===== config.mk =====
export PLATFORM = sky130hd
export DESIGN_NAME = det_frame_sched
export DESIGN_NICKNAME = d
export VERILOG_FILES = /design/src/rtl/det_frame_sched_pkg.sv /design/src/rtl/det_frame_sched_rr_arbiter.sv /design/src/rtl/det_frame_sched.sv
export SDC_FILE = /design/constraint.sdc
export NUM_CORES = 1
export LEC_CHECK = 0
export ABC_AREA = 1
export CAP_MARGIN = 10
export CORE_ASPECT_RATIO = 0.6
export CORE_MARGIN = 2
export CORE_UTILIZATION = 25
export DETAILED_ROUTE_END_ITERATION = 10
export GPL_TIMING_DRIVEN = 0
export PLACE_DENSITY = 0.54
export RECOVER_POWER = 100
export SYNTH_ARGS = -nofsm -noshare
export SYNTH_HDL_FRONTEND = slang
export SYNTH_SLANG_ARGS = --single-unit

===== constraint.sdc =====
create_clock -name clock -period 3.6 [get_ports clock]
set_input_delay 0.36 -clock clock [delete_from_list [all_inputs] [get_ports clock]]
set_output_delay 0.36 -clock clock [all_outputs]
set_load 0.01 [all_outputs]

===== src/rtl/det_frame_sched_pkg.sv =====
// Shared definitions for the time-shared sequence-detector scheduler:
// FSM state encoding and default sizing.
package det_frame_sched_pkg;

  typedef enum logic [1:0] {
    ST_IDLE  = 2'd0,
    ST_CLR   = 2'd1,
    ST_SHIFT = 2'd2,
    ST_DONE  = 2'd3
  } state_e;

  localparam int NREQ_DEF    = 4;
  localparam int FRAME_W_DEF = 8;
  localparam int CNT_W_DEF   = 4;

endpackage


===== src/rtl/det_frame_sched_rr_arbiter.sv =====
// Combinational round-robin arbiter: the search starts at ptr and wraps,
// and the result is one-hot (or zero when nothing is requested).
module rr_arbiter #(
  parameter int NREQ = 4,
  localparam int IDX_W = (NREQ > 1) ? $clog2(NREQ) : 1
) (
  input  logic [NREQ-1:0]  req,
  input  logic [IDX_W-1:0] ptr,
  output logic [NREQ-1:0]  gnt
);

  logic [2*NREQ-1:0] req_dbl;
  logic [2*NREQ-1:0] gnt_dbl;
  logic [NREQ-1:0]   rot;
  logic [NREQ-1:0]   first;

  // Rotate so ptr lands on bit 0, keep the lowest set bit, rotate back.
  always_comb begin
    req_dbl = {req, req};
    rot     = NREQ'(req_dbl >> ptr);
    first   = rot & (~rot + NREQ'(1));
    gnt_dbl = {first, first} << ptr;
    gnt     = gnt_dbl[2*NREQ-1:NREQ];
  end

endmodule


===== src/rtl/det_frame_sched.sv =====
// Time-shares one serial Mealy detector among NREQ requesters: arbitrate,
// clear the detector, shift the frame MSB-first, count detector hits.
module det_frame_sched
  import det_frame_sched_pkg::*;
#(
  parameter int NREQ    = NREQ_DEF,
  parameter int FRAME_W = FRAME_W_DEF,
  parameter int CNT_W   = CNT_W_DEF
) (
  input  logic                    clock,
  input  logic                    reset,
  input  logic [NREQ-1:0]         req,
  input  logic [NREQ*FRAME_W-1:0] frame,
  output logic [NREQ-1:0]         grant,
  output logic [NREQ-1:0]         done,
  output logic [CNT_W-1:0]        match_cnt,
  output logic                    hit,
  output logic                    busy,
  output logic                    det_reset,
  output logic                    det_inp,
  input  logic                    det_outp
);

  localparam int IDX_W = (NREQ > 1) ? $clog2(NREQ) : 1;
  localparam int BIT_W = (FRAME_W > 1) ? $clog2(FRAME_W) : 1;

  state_e             state_q, state_d;
  logic [NREQ-1:0]    grant_q, grant_d;
  logic [IDX_W-1:0]   ptr_q, ptr_d;
  logic [FRAME_W-1:0] shreg_q, shreg_d;
  logic [BIT_W-1:0]   bit_idx_q, bit_idx_d;
  logic [CNT_W-1:0]   cnt_q, cnt_d;

  logic [NREQ-1:0]    arb_gnt;
  logic [FRAME_W-1:0] sel_frame;
  logic [IDX_W-1:0]   served_idx;
  logic [IDX_W-1:0]   ptr_next;

  rr_arbiter #(.NREQ(NREQ)) u_arb (
    .req (req),
    .ptr (ptr_q),
    .gnt (arb_gnt)
  );

  always_comb begin
    sel_frame  = '0;
    served_idx = '0;
    for (int i = 0; i < NREQ; i++) begin
      sel_frame = sel_frame | (frame[i*FRAME_W +: FRAME_W] & {FRAME_W{arb_gnt[i]}});
      if (grant_q[i]) served_idx = IDX_W'(i);
    end
    ptr_next = (served_idx == IDX_W'(NREQ - 1)) ? '0 : served_idx + IDX_W'(1);
  end

  always_comb begin
    state_d   = state_q;
    grant_d   = grant_q;
    ptr_d     = ptr_q;
    shreg_d   = shreg_q;
    bit_idx_d = bit_idx_q;
    cnt_d     = cnt_q;
    unique case (state_q)
      ST_IDLE: begin
        if (|req) begin
          grant_d = arb_gnt;
          shreg_d = sel_frame;
          cnt_d   = '0;
          state_d = ST_CLR;
        end
      end
      ST_CLR: begin
        bit_idx_d = '0;
        state_d   = ST_SHIFT;
      end
      ST_SHIFT: begin
        if (det_outp) cnt_d = cnt_q + CNT_W'(1);
        shreg_d   = shreg_q << 1;
        bit_idx_d = bit_idx_q + BIT_W'(1);
        if (bit_idx_q == BIT_W'(FRAME_W - 1)) state_d = ST_DONE;
      end
      ST_DONE: begin
        grant_d = '0;
        ptr_d   = ptr_next;
        state_d = ST_IDLE;
      end
      default: state_d = ST_IDLE;
    endcase
  end

  always_ff @(posedge clock or posedge reset) begin
    if (reset) begin
      state_q   <= ST_IDLE;
      grant_q   <= '0;
      ptr_q     <= '0;
      shreg_q   <= '0;
      bit_idx_q <= '0;
      cnt_q     <= '0;
    end else begin
      state_q   <= state_d;
      grant_q   <= grant_d;
      ptr_q     <= ptr_d;
      shreg_q   <= shreg_d;
      bit_idx_q <= bit_idx_d;
      cnt_q     <= cnt_d;
    end
  end

  // All handshake outputs decode from state so an async reset clears them at once.
  assign grant     = grant_q;
  assign done      = (state_q == ST_DONE) ? grant_q : '0;
  assign busy      = (state_q != ST_IDLE);
  assign det_reset = reset | (state_q == ST_CLR);
  assign det_inp   = (state_q == ST_SHIFT) ? shreg_q[FRAME_W-1] : 1'b0;
  assign match_cnt = cnt_q;
  assign hit       = (cnt_q != '0);

endmodule


### After elaboration in Yosys (flattened, before gate mapping)

Cells that the tools add are included.
Widths: inputs -> output; s select.

* register bits after elaboration: 23
* bits of input ports: 39
* output and inout bits: 16
* logic and storage cells: 58

* $add $sub $neg: 4
* eq/ne operators: 8
* shift-type cells: 2
* mux-type cells: 17
* bitwise operators: 10
* reduce and logical (&&, ||, !) cells: 11

Operator list (number)
* $and 8x8->8: 4
* $or 8x8->8: 3
* $mux 4: 4
* $pmux 4 s2: 2
* $pmux 8 s2: 1
* $mux 2: 5
* $add 4x1->4 const B: 2
* $mux 8: 1
* $pmux 2 s4: 1
* $reduce_bool 2->1: 4
* $shl 8x2->8: 1
* $shr 8x2->4: 1
* $eq 2x2->1 const B: 3
* $ne 2x2->1 const B: 3
* $pmux 3 s2: 1
* $reduce_and 2->1: 3
* $and 4x4->4: 1
* $not 4->4: 1
* $reduce_bool 4->1: 1
* $reduce_or 4->1: 1
* $add 3x1->3 const B: 1
* $eq 3x3->1 const B: 1
* $reduce_and 3->1: 1
* $add 2x1->2 const B: 1
* other kinds (4): 5

### Logic depth before layout (Yosys ltp)

Gate-level depths: netlist (run 1).

* depth in word-level cells: 11
* gate-level depth with buffers: 14

### Cells and area by module

Synthesis (run 1) repeated with hierarchy kept, for this count alone.

* cell total of the unflattened synthesis: 265
* area total of the unflattened synthesis: 1774.2 sq um

Modules (own cells, without submodules)
* det_frame_sched: times used 1, cells each 214, area each 1502.7 sq um, seq. area each 575.6 sq um
* rr_arbiter: times used 1, cells each 51, area each 271.5 sq um, seq. area each 0.0 sq um

### Worst setup path before layout (run 1)

OpenSTA, ideal clock, no wires.

* path type: reg-to-reg
* start point: reg state_q[0]
* end point: reg cnt_q[2], in the netlist match_cnt[2]
* library setup time: 118 ps
* arrival: 1557 ps
* path slack: 1925 ps
* stages on the path, launching flop included: 10
* path buffers: 2
* cells stage by stage: dfrtp_1 -> inv_1 -> ha_1 -> buf_2 -> inv_1 -> o21ai_0 -> buf_2 -> nand3_1 -> xor2_1 -> nor2_1

* longest elaborated chain between the ends: 3

RTL lines
* from (decl): line det_frame_sched.sv:27 `state_e state_q, state_d;`
* from (signal assigned): line det_frame_sched.sv:99 `state_q <= state_d;`
* $eq 2x2->1 / $logic_not 2->1 (equally long branches): line det_frame_sched.sv:62 `unique case (state_q)`
* $ne 2x2->1 (no line) / $reduce_bool 2->1 (equally long branches)
* $reduce_and 3->1 (no line)
* to (signal assigned): line det_frame_sched.sv:104 `cnt_q <= cnt_d;`
* to (decl): line det_frame_sched.sv:32 `logic [CNT_W-1:0] cnt_q, cnt_d;`

Parallel ways exist; a longest one is shown, timed or not.
A chain may end at the register's enable or synchronous reset.

### Worst setup path in the final report (run 1)

* start point: reg state_q[0]
* end point: reg shreg_q[3]

* longest elaborated chain between the ends: 3

RTL lines
* $eq 2x2->1 / $logic_not 2->1 (equally long branches): line det_frame_sched.sv:62
* $reduce_bool 2->1 (no line) / $ne 2x2->1 (equally long branches)
* $reduce_and 2->1 (no line)
* to (signal assigned): line det_frame_sched.sv:102 `shreg_q <= shreg_d;`
* to (decl): line det_frame_sched.sv:30 `logic [FRAME_W-1:0] shreg_q, shreg_d;`

Parallel ways exist; a longest one is shown, timed or not.

==> impl_metrics.ini, run 1 <==
[logic_synthesis]
yosysMostFrequentCell = nand2_1
async_reset_ff_frac = 1.000
synth_edf_count = 0
yosys.cell_types.count = 23
synth_cells = 237
netlist_area_sq_um = 1697
synth_nets = 285
ys_ff_latch = 23
syn_avg_cell_area_sq_um = 7.159
yosysSeqAreaShare = 0.3392
yosys.area.top_type_share = 0.3392
ys.flop_type = dfrtp_1
synth_common_cells = nand2_1 (60), nand3_1 (55), inv_1 (25)
yosys_warnings = 0
yosys.area.top_type = dfrtp_1
ys_top_cells_by_area = dfrtp_1 (34%), nand3_1 (16%), nand2_1 (13%), ha_1 (6.6%), inv_1 (5.5%)

[floorplanning]
chipWidth_um = 110.4
io_pins = 55
die-area_sq_um = 7483
core-area_sq_um = 6619
rows = 23
die_h_um = 67.81
start_util = 0.2563

[clocking]
post_cts_resize_count = 0
cts_tree = yes
post-cts-setup-buffers = 0
htreeDepth = 1
cts_buffers = 3
path_clk_slew_ns = 0.06
cts.sinks = 23
cts_buffer_depth = 2
clock_latency_ns = 0.26
clockRootBuffer = clkbuf_16
ctsHoldBuffers = 0

[detailed_routing]
wl_per_cell_um = 13.25
drc = 0
final_antenna_net_count = 0
viasPerCell = 4.584
vias = 1751
drt_pass1_iterations = 4
drtIter0Drc = 72
wirelength_um = 5062

[timing]
setup_viol = 0
slew_violations = 0
final.period_utilization = 0.6929
rsz0062_at_grt = no
fin_setup_tns_ns = 0
max_slew_margin = 0.4109
fmaxAchievable_mhz = 400.9
worstMarginPinSlew_ns = 0.8827
finClkSkew_ns = 0.002009
finalCriticalPeriod_ns = 2.495
finalHoldViolations = 0

[setup_path]
path_cells = inv_1, ha_1, clkbuf_1, inv_1, o21ai_0, clkbuf_1, inv_1, nand2_1, nand2_1
start_kind = flip-flop
cp_max_fo = 10
crit_buf_inv = 5
crit-reg2reg-launch = state_q[0]
crit_family = buffers and inverters
rr_worst_depth = 9
crit_required_ns = 3.74
arrival_ns = 2.63
cp_common_cell = inv_1
critical-path-slowest-cell = dfrtp_1
rr_endpoint = shreg_q[3]
slowest_delay_ns = 0.42
path_class = flip-flop to flip-flop
worst_setup_path_end_kind = flip-flop
r2r_setup_slack_ns = 1.11

[power_and_ir_drop]
power_density_nw_per_um2 = 846.0
vdd_drop_max_v = 0.0002898
leakagePower_nw = 1.221

[layout]
n_antenna_cell = 0
regArea_sq_um = 575.6
final_area_sq_um = 2424
final_core_util = 0.3662
filler_cell_count = 697
drive_above_1_share = 0.07797
multi_input_area_sq_um = 979.7
nNetsFinal = 344
area.growth.synth_to_final_pct = 42.85

[grt]
grt.met1_usage = 0.2096
grt_pass1_vias = 1723
grt_max_degree = 24
overflow = 0
antenna_found_initial = 0
grt_pass1_wl_um = 8424
grtUsageTotal = 0.1444
use_met2 = 0.2170
busiest_layer = met2
met3_usage = 0.04000

[placement]
place.gp.congestion = 0.7814
placed_cell_area_sq_um = 2346
port_buffers = 54
dp_hpwl_um = 3943

[worst_hold_path]
hold_class = flip-flop to flip-flop
hold-path-cell-count = 1
hold_start = bit_idx_q[0]
min_to = bit_idx_q[0]

[flow_run]
cap_violations = 0

[status]
outcome = complete, no violations
==> where the power goes <==
| part | internal [mW] | total (mW) | switching, mW |
|---|---|---|---|
| sequential | 0.374 | 0.442 | 0.0678 |
| clock | 0.150 | 0.246 | 0.0959 |
| combinational | 0.498 | 1.36 | 0.865 |
| total | 1.02 | 2.05 | 1.03 |
==> state kept, by name, indices dropped and copies added, names as in the netlist <==
register   cells
bit_idx_q      3
grant          4
match_cnt      4
ptr_q          2
shreg_q        8
state_q        2
==> per-stage QoR <==
| step | power [mW] | setup slack [ns] | instances | hold WS [ns] |
|---|---|---|---|---|
| after floorplan | 1.390 | 1.925 | 237 | 0.3619 |
| after global placement | 1.822 | 1.423 | 378 | 0.4569 |
| after detailed placement | 1.842 | 1.397 | 378 | 0.4603 |
| after CTS | 2.096 | 1.457 | 382 | 0.4772 |
| after global routing | 2.276 | 0.8545 | 382 | 0.5059 |
| final | 2.050 | 1.105 | 382 | 0.4748 |
==> layout make-up <==
cell class | count | share of cell area
inverter | 27 | 0.04491
buffer | 5 | 0.01239
timing repair buffer | 54 | 0.2230
clock buffer | 3 | 0.03098
sequential | 23 | 0.2375
multi-input combinational | 182 | 0.4042
tap | 87 | 0.04491
clock inverter | 1 | 0.002065
==> worst reg2reg max path: cells and delay by family, from the launching register on <==
kind,cells,cell delay (ns)
AO/OA/AOI/OAI,1,0.41
adder cells (fa/ha/maj),1,0.15
buffers and inverters,5,1.23
flip-flops,1,0.42
AND/OR/NAND/NOR,2,0.17
==> routing by layer <==
metal / vias up / wire length (um)
met4: 0 / 41
met2: 47 / 1886
met3: 6 / 412
li1: 922 / -
met1: 776 / 2722
met5: - / 0
==> how the worst max path moves through the flow <==
stage,start,end,cells after the start
2_1_floorplan,state_q[0],match_cnt[2],9
3_3_place_gp,req[2],shreg_q[3],10
3_5_place_dp,req[2],shreg_q[3],12
4_1_cts,state_q[0],det_inp,6
5_1_grt,state_q[0],shreg_q[1],9
6_report,state_q[0],shreg_q[3],9
==> cells by family (layout without fill, tap and decap cells) <==
family	Yosys count	after routing	synth area share
AOI/OAI and AO/OA	33	33	0.1136
xor gates and xnor gates	1	1	0.005163
adders and majority gates	9	9	0.06637
buffers and inverters	32	90	0.08334
DFF	23	23	0.3392
and+or+nand+nor	139	139	0.3923
==> layout by cell type (no fill, tap or decap) <==
master           instances
nand2_1                 60
nand3_1                 55
clkdlybuf4s50_1         37
inv_1                   25
dfrtp_1                 23
o21ai_0                 17
dlygate4sd3_1           17
ha_1                     9
nand2_2                  7
o21bai_1                 7
nand3_2                  6
nor2_1                   5
o22ai_1                  5
nand4_1                  4
clkbuf_1                 3
a21oi_1                  3
clkbuf_16                3
buf_6                    1
inv_6                    1
buf_4                    1
inv_4                    1
nor2_4                   1
a221oi_1                 1
or2_2                    1
xor2_1                   1
clkinv_2                 1
Note: power is estimated with default switching activity, not from simulation.
==> inputs of run 2 (changes only) <==
PLACE_DENSITY = 0.55   (was 0.54)
clock period = 2.11 ns   (was 3.6 ns; I/O delays follow)
==> run 2 against run 1 <==
Against the previous run: die area is the same; register-to-register slack lost 0.92 ns; total power grew 73%; core utilization grew 0.40 points; routed wire length shrank 0.20%; critical path type is now flip-flop to output port.
==> impl_metrics.ini, run 2 (synthesized netlist as in run 1, its figures left out) <==
[floorplanning]
io_pins = 55
core-area_sq_um = 6619
die-area_sq_um = 7483
die_h_um = 67.81
rows = 23
chipWidth_um = 110.4
start_util = 0.2563

[clocking]
cts.sinks = 23
htreeDepth = 1
cts_buffers = 3
ctsHoldBuffers = 0
cts_buffer_depth = 2
path_clk_slew_ns = 0.06
clock_latency_ns = 0.26
cts_tree = yes
clockRootBuffer = clkbuf_16

[setup_path]
crit_buf_inv = 2
critical-path-slowest-cell = dlygate4sd3_1
rr_worst_depth = 13
path_class = flip-flop to output port
cp_max_fo = 6
path_depth = 4
crit_family = buffers and inverters
arrival_ns = 1.75
path_cells = ha_1, nand2_1, inv_1, dlygate4sd3_1
crit_required_ns = 1.90
worst_setup_path_end_kind = output port
slowest_delay_ns = 0.61
start_kind = flip-flop

[timing]
final.period_utilization = 0.9315
fmaxAchievable_mhz = 508.8
max_slew_margin = 0.4071
finalHoldViolations = 0
rsz0062_at_grt = no
fin_setup_tns_ns = 0
finalCriticalPeriod_ns = 1.966
worstMarginPinSlew_ns = 0.8884
slew_violations = 0
setup_viol = 0
finClkSkew_ns = 0.002358

[detailed_routing]
final_antenna_net_count = 0
drc = 0
vias = 1752
viasPerCell = 4.563
wirelength_um = 5052
wl_per_cell_um = 13.16
drt_pass1_iterations = 4
drtIter0Drc = 141

[power_and_ir_drop]
leakagePower_nw = 1.232
power_density_nw_per_um2 = 1450
power.total_mw = 3.553
vdd_drop_max_v = 0.0004025

[layout]
nNetsFinal = 346
final_cell_mix = nand2_1 (60), nand3_1 (55), clkdlybuf4s50_1 (40)
filler_cell_count = 695
regArea_sq_um = 575.6
largest-register = shreg_q
n_antenna_cell = 0
area.growth.synth_to_final_pct = 44.40
multi_input_area_sq_um = 983.4
final_common_cell = nand2_1
final_core_util = 0.3701
largest_reg_flops = 8
drive_above_1_share = 0.1044

[worst_hold_path]
hold-path-cell-count = 2
hold_class = flip-flop to flip-flop

[grt]
grt_max_degree = 24
grt_pass1_vias = 1581
grtUsageTotal = 0.1372
overflow = 0
antenna_found_initial = 0
grt_pass1_wl_um = 7859

[status]
outcome = complete, no violations

[placement]
port_buffers = 54
place.gp.congestion = 0.7590
dp_hpwl_um = 3896

[flow_run]
cap_violations = 0
run 2: cell type report:
class,count,share of cell area
clock buffers,3,0.03064
flip-flops and latches,23,0.2349
repair buffers,56,0.2268
clock inverters,1,0.002043
well taps,87,0.04443
inverters,27,0.04494
plain buffers,5,0.01481
multi-input cells,182,0.4014
run 2: report_power, final:
group / switching (mW) / leakage [nW] / internal [mW]
sequential: 0.117 / 0.291 / 0.639
combinational: 1.48 / 0.900 / 0.901
clock: 0.158 / 0.0409 / 0.255
run 2: per-stage QoR:
| stage | setup WS [ns] | hold slack, ns | area, sq um | std cells |
|---|---|---|---|---|
| 4_1_cts | 0.1057 | 0.4775 | 2426 | 382 |
| 2_1_floorplan | 0.4348 | 0.2129 | 1697 | 237 |
| 3_3_place_gp | 0.01228 | 0.4592 | 2346 | 378 |
| 5_1_grt | 0.004059 | 0.4825 | 2450 | 384 |
| 6_report | 0.1445 | 0.4743 | 2450 | 384 |
| 3_5_place_dp | 0.01077 | 0.4604 | 2346 | 378 |
run 2: timing repair:
action                     CTS  global route
hold endpoints to repair     0             0
gates resized for setup      1             6
setup endpoints to repair    3            11
buffers inserted             0             2
run 2: per-layer routing:
layer  track usage  wire length (um)
met1        0.2150              2701
met2        0.1863              1883
met3       0.03905               467
met4       0.01875                 0
met5             0                 0
run 2: path summary, 6_finish.rpt:
check / start / end / slack (ns)
worst max-delay path: state_q[0] / done[3] / 0.14
worst min-delay path: shreg_q[6] / shreg_q[6] / 0.47
worst max register to register: ptr_q[0] / shreg_q[2] / 0.19
worst min register to register: shreg_q[6] / shreg_q[6] / 0.47
max in group asynchronous: reset / shreg_q[1] / 0.96
min in group asynchronous: reset / grant[2] / 0.60
run 2: worst register-to-register path: stages (launching register included):
cell,delay [ns]
dfrtp_1,0.37
buf_6,0.14
inv_6,0.09
nand2_1,0.07
nand3_1,0.10
nand2_1,0.11
nand2_2,0.11
nor2_4,0.05
nand2_2,0.07
nand3_2,0.19
nand3_1,0.13
nand3_1,0.12
o21bai_1,0.19
nand2_1,0.07
